$ cat src/rtl/op2_pkg.sv
// Shared definitions for the two-operand add/multiply datapath: control-word
// bit positions, canonical microinstructions and the RR input-mux decode.
package op2_pkg;

    localparam int Y_LDA  = 1;   // RA <= da
    localparam int Y_LDB  = 2;   // RB <= db
    localparam int Y_SHF  = 3;   // shift {RR,RB,RBE}
    localparam int Y_ADA  = 4;   // adder right operand = RA
    localparam int Y_SUBA = 5;   // adder right operand = ~RA (+1 when multiplying)
    localparam int Y_SUM  = 6;   // RR mux selects adder
    localparam int Y_WRR  = 7;   // RR write enable
    localparam int Y_CLR  = 8;   // RR mux selects zero
    localparam int Y_RRL  = 9;   // adder left operand = RR
    localparam int Y_RPR  = 10;  // RPR <= flags of RR

    typedef logic [10:1] ctrl_t;

    localparam ctrl_t INIT    = 10'b0011000111;
    localparam ctrl_t ADD_AB  = 10'b0001101000;
    localparam ctrl_t ADD_RA  = 10'b0101101000;
    localparam ctrl_t SUB_RA  = 10'b0101110000;
    localparam ctrl_t PASS_RR = 10'b0101100000;
    localparam ctrl_t SHIFT   = 10'b0001000100;
    localparam ctrl_t CLR_RR  = 10'b0011000000;
    localparam ctrl_t WR_RPR  = 10'b1000000000;

    typedef enum logic [1:0] {RR_HOLD, RR_ZERO, RR_SUM, RR_SHIFT} rr_sel_e;

    // Zero beats sum beats shift; a load of RB alongside y3 suppresses the shift.
    function automatic rr_sel_e rr_sel(input ctrl_t y);
        if (!y[Y_WRR])                 return RR_HOLD;
        if (y[Y_CLR])                  return RR_ZERO;
        if (y[Y_SUM])                  return RR_SUM;
        if (y[Y_SHF] && !y[Y_LDB])     return RR_SHIFT;
        return RR_HOLD;
    endfunction

endpackage

$ cat src/rtl/op2_adder.sv
// N+1 bit adder: two's complement with carry-in when cop=1, ones' complement
// with end-around carry over the low N bits when cop=0.
module op2_adder #(
    parameter int N = 4
) (
    input  logic         cop,
    input  logic [N:0]   lop,
    input  logic [N-1:0] ra,
    input  logic         add_ra,
    input  logic         sub_ra,
    output logic [N:0]   sum
);

    logic [N:0]   rop;
    logic [N:0]   raw;
    logic [N-1:0] eac;

    always_comb begin
        rop = '0;
        if (sub_ra)
            rop = ~{ra[N-1], ra};
        else if (add_ra)
            rop = {ra[N-1], ra};
    end

    // Ones' complement: carry out of bit N-1 wraps back into bit 0.
    assign raw = {1'b0, lop[N-1:0]} + {1'b0, rop[N-1:0]};
    assign eac = raw[N-1:0] + {{(N-1){1'b0}}, raw[N]};

    assign sum = cop ? (lop + rop + {{N{1'b0}}, sub_ra}) : {eac[N-1], eac};

endmodule

$ cat src/rtl/op_block_2oper.sv
// Operation block executing control word y[10:1] for the add/Booth-multiply unit.
// Define OVF_DETECT_EN to widen rpr to {ovf,sign,zero}.
module op_block_2oper
    import op2_pkg::*;
#(
    parameter int N = 4
) (
    input  logic         clk,
    input  logic         set_n,
    input  logic         cop,
    input  logic [N-1:0] da,
    input  logic [N-1:0] db,
    input  logic [10:1]  y,
    output logic [2:0]   x,
`ifdef OVF_DETECT_EN
    output logic [2:0]   rpr,
`else
    output logic [1:0]   rpr,
`endif
    output logic [2*N-1:0] res
);

    logic [N-1:0] ra;
    logic [N-1:0] rb;
    logic [N:0]   rr;     // bit N is the guard bit
    logic         rbe;
    logic [N:0]   lop;
    logic [N:0]   sum;

    assign lop = y[Y_RRL] ? rr : {rb[N-1], rb};

    op2_adder #(.N(N)) u_adder (
        .cop    (cop),
        .lop    (lop),
        .ra     (ra),
        .add_ra (y[Y_ADA]),
        .sub_ra (y[Y_SUBA]),
        .sum    (sum)
    );

    always_ff @(posedge clk) begin
        if (!set_n) begin
            ra  <= '0;
            rb  <= '0;
            rr  <= '0;
            rbe <= 1'b0;
            rpr <= '0;
        end else begin
            if (y[Y_LDA])
                ra <= da;

            if (y[Y_LDB]) begin
                rb <= db;
                if (y[Y_SHF])
                    rbe <= 1'b0;
            end else if (y[Y_SHF]) begin
                rb  <= {rr[0], rb[N-1:1]};
                rbe <= rb[0];
            end

            case (rr_sel(y))
                RR_ZERO:  rr <= '0;
                RR_SUM:   rr <= sum;
                RR_SHIFT: rr <= {rr[N], rr[N:1]};
                default:  rr <= rr;
            endcase

            // Flags sample RR before any write in the same cycle.
            if (y[Y_RPR]) begin
`ifdef OVF_DETECT_EN
                rpr <= {rr[N] ^ rr[N-1], rr[N-1], ~|rr[N-1:0]};
`else
                rpr <= {rr[N-1], ~|rr[N-1:0]};
`endif
            end
        end
    end

    assign x   = {~cop & (&rr[N-1:0]), rbe, rb[0]};
    assign res = {rr[N-1:0], rb};

endmodule
$ cat config.mk
export PLATFORM = sky130hd
export DESIGN_NAME = op_block_2oper
export DESIGN_NICKNAME = d
export VERILOG_FILES = /design/src/rtl/op2_pkg.sv /design/src/rtl/op2_adder.sv /design/src/rtl/op_block_2oper.sv
export SDC_FILE = /design/constraint.sdc
export NUM_CORES = 1
export LEC_CHECK = 0
export ABC_AREA = 1
export CAP_MARGIN = 30
export CORE_ASPECT_RATIO = 0.6
export CORE_MARGIN = 2
export CORE_UTILIZATION = 48
export DETAILED_ROUTE_END_ITERATION = 8
export HOLD_SLACK_MARGIN = 0.08
export PLACE_DENSITY = 0.84
export SLEW_MARGIN = 20
export SYNTH_ARGS = -nofsm -noshare
export SYNTH_HDL_FRONTEND = slang
export SYNTH_HIERARCHICAL = 1
export SYNTH_SLANG_ARGS = --single-unit
$ cat constraint.sdc
create_clock -name clk -period 3.33 [get_ports clk]
set_input_delay 0.8325 -clock clk [delete_from_list [all_inputs] [get_ports clk]]
set_output_delay 0.8325 -clock clk [all_outputs]
set_load 0.01 [all_outputs]
==> flow_summary.toml <==
[outcome]
status = "finished clean"

[clocking]
cts.clk_slew.worst_paths_ps = 70
insertion_delay_ps = 250
root_buffer = "clkbuf_8"
cts_buffer_depth = 2
cts_htree_levels = 1
cts_buffers = 3
cts.sink_count = 16
post_cts_buffers = 0
cts_tree = "yes"

[run]
cap_violations = 0

[die]
initial_core_util = 0.513
die-area_um2 = 3160
die_y_um = 44.4
core_um2 = 2540
die_x_um = 71.3
ios = 34
row_count = 14

[grt]
grt_overflow = 0
grt_max_degree = 15
grt_pass1_wl_um = 5130
grt_pass1_vias = 1178
grtUsageTotal = 0.207
antenna_found_initial = 0

[synth]
syn_avg_cell_area_um2 = 6.29
async_flop_share = 0
ys_ff_latch = 16
postSynthCellCount = 207
ys_seq_area_frac = 0.246
synth_flop_cell = "dfxtp_1"
yosysUniqueCellTypes = 22
ys_warn_count = 6
synth_area_um2 = 1300
synthesis.nets = 240
synth_enable_flop_cells = 0

[min_path]
holdPathStages = 2
hp-class = "reg2reg"

[power]
p_per_area_nw_per_um2 = 341
power_frac_clock = 0.291
fin_total_pwr_uw = 600
ir_worst_vdd_uv = 190
p_leak_uw = 0.000867
seqPwrFrac = 0.364
p_int_uw = 409
p_sw_uw = 191
switching_share = 0.319
combPwrFrac = 0.345

[timing]
rsz0062_at_grt = "false"
worstMarginPinSlew_ps = 460
final_max_slew_viol_count = 0
fin_ws_ps = 198
period_needed_ps = 3130
hold_viol = 0
setup_viol = 0
max_freq_ghz = 0.319
period_share = 0.940
relSlewSlack = 0.692
clock_skew_ps = 6.07

[worst_setup_path]
end_kind = "flip-flop"
r2r_slack_ps = 920
critical_path_class = "in2reg"
cp_max_fo = 3
cp.required_ps = 3470
r2r_cells = 13
arrival_ps = 3270
start_kind = "input port"

[place]
io_buffers = 33
place_congestion = 0.854
dp_hpwl_um = 2560
place_inst = 276
pre_cts_slack_ps = -181

[routing]
wire_per_inst_um = 11.1
drtAntennaViolNets = 0
vias = 1416
drc = 0
wl_um = 3120
vias_per_cell = 5.06
drtIter0Drc = 68
firstDrtPassIters = 4

[layout]
layout-drive-gt1-share = 0.105
fin_cells = 280
area_delta_synth_final_pct = 35.1
antenna_cells = 0
nets = 282
[synthesized netlist by cell type (2+ instances only)]
cell,count,area share
ha_1,9,0.086
buf_4,6,0.035
o21ai_0,16,0.061
nand2_1,60,0.17
fa_1,3,0.046
nand3_1,22,0.085
a21oi_1,13,0.050
inv_2,3,0.0086
nand4_1,2,0.0096
nor2_1,20,0.058
nand2_2,2,0.0096
inv_1,26,0.075
dfxtp_1,16,0.25
[path summary, 6_finish.rpt]
path / from / end
hold / removal: rbe / rbe
setup / recovery: y[9] / rr[2]
hold reg to reg: rbe / rbe
setup reg to reg: rr[0] / rr[2]
[cell usage in the layout (no fill, tap or decap)]
cell type / count
nand2_1: 60
buf_4: 12
o21ai_0: 13
nor3_1: 1
nand2_2: 2
nand3_1: 22
clkbuf_8: 4
fa_1: 3
a21boi_0: 1
xor2_1: 1
dfxtp_1: 16
nand4_1: 2
inv_2: 4
clkdlybuf4s50_1: 33
a21oi_4: 1
nor2_2: 1
inv_1: 25
nor2_1: 20
a21oi_1: 13
nand3_2: 1
ha_2: 1
o21ai_1: 4
ha_1: 8
[flip-flops by register name (all words and copies together) (netlist names)]
name / flops
rb: 4
rr: 5
ra: 4
rbe: 1
rpr: 2
[through the flow]
step	hold WS, ps	TNS, ps	util	instance area (µm²)
3_5_place_dp	465	-548	0.670	1700
6_report	473	0	0.693	1760
5_1_grt	484	0	0.693	1760
2_1_floorplan	442	0	-	1300
4_1_cts	474	0	0.692	1760
3_3_place_gp	457	-56.7	0.670	1700
[kinds of logic (layout without fill, tap and decap cells)]
group,after synthesis,after routing,synth area share
flops,16,16,0.246
fa+ha+maj,12,12,0.133
xor+xnor,1,1,0.00673
compound gates,32,32,0.134
buf+inv,37,78,0.131
simple gates,109,109,0.351
[critical path: stages]
cell and delay (ps):
clkdlybuf4s50_1 490, inv_1 60, nand2_1 50, nand2_1 90, ha_2 220, fa_1 390, inv_1 100, o21ai_1 90
ha_1 250, ha_1 200, a21boi_0 130, o21ai_0 150, o21ai_0 100, nand2_1 60, a21oi_1 60
[power groups by stage]
stage	clock (µW)	combinational (µW)	sequential, µW
floorplan	0	123	220
global placement	0	200	222
detailed placement	0	204	222
CTS	176	205	218
global route	185	233	221
finish	175	207	219
[what timing repair did]
| action | CTS | global route |
|---|---|---|
| hold endpoints to repair | 0 | 0 |
| hold buffers | 0 | 0 |
| resized for setup | 0 | 5 |
| setup endpoints to repair | 0 | 4 |
[cell type report]
cell class,instances,area (µm²)
Fill cell,221,781
Clock buffer,4,55.1
Sequential cell,16,320
Tap cell,32,40.0
Multi-Input combinational cell,154,815
Timing Repair Buffer,45,420
Inverter,29,109
[per-layer routing]
metal  GRT usage  routed length [µm]  up-vias
met4      0.0151                   8        0
li1            -                   -      736
met2       0.328                1290       46
met1       0.294                1600      632
met3      0.0638                 213        2
met5           0                   0        -
Power figures use the tool's default switching activity.
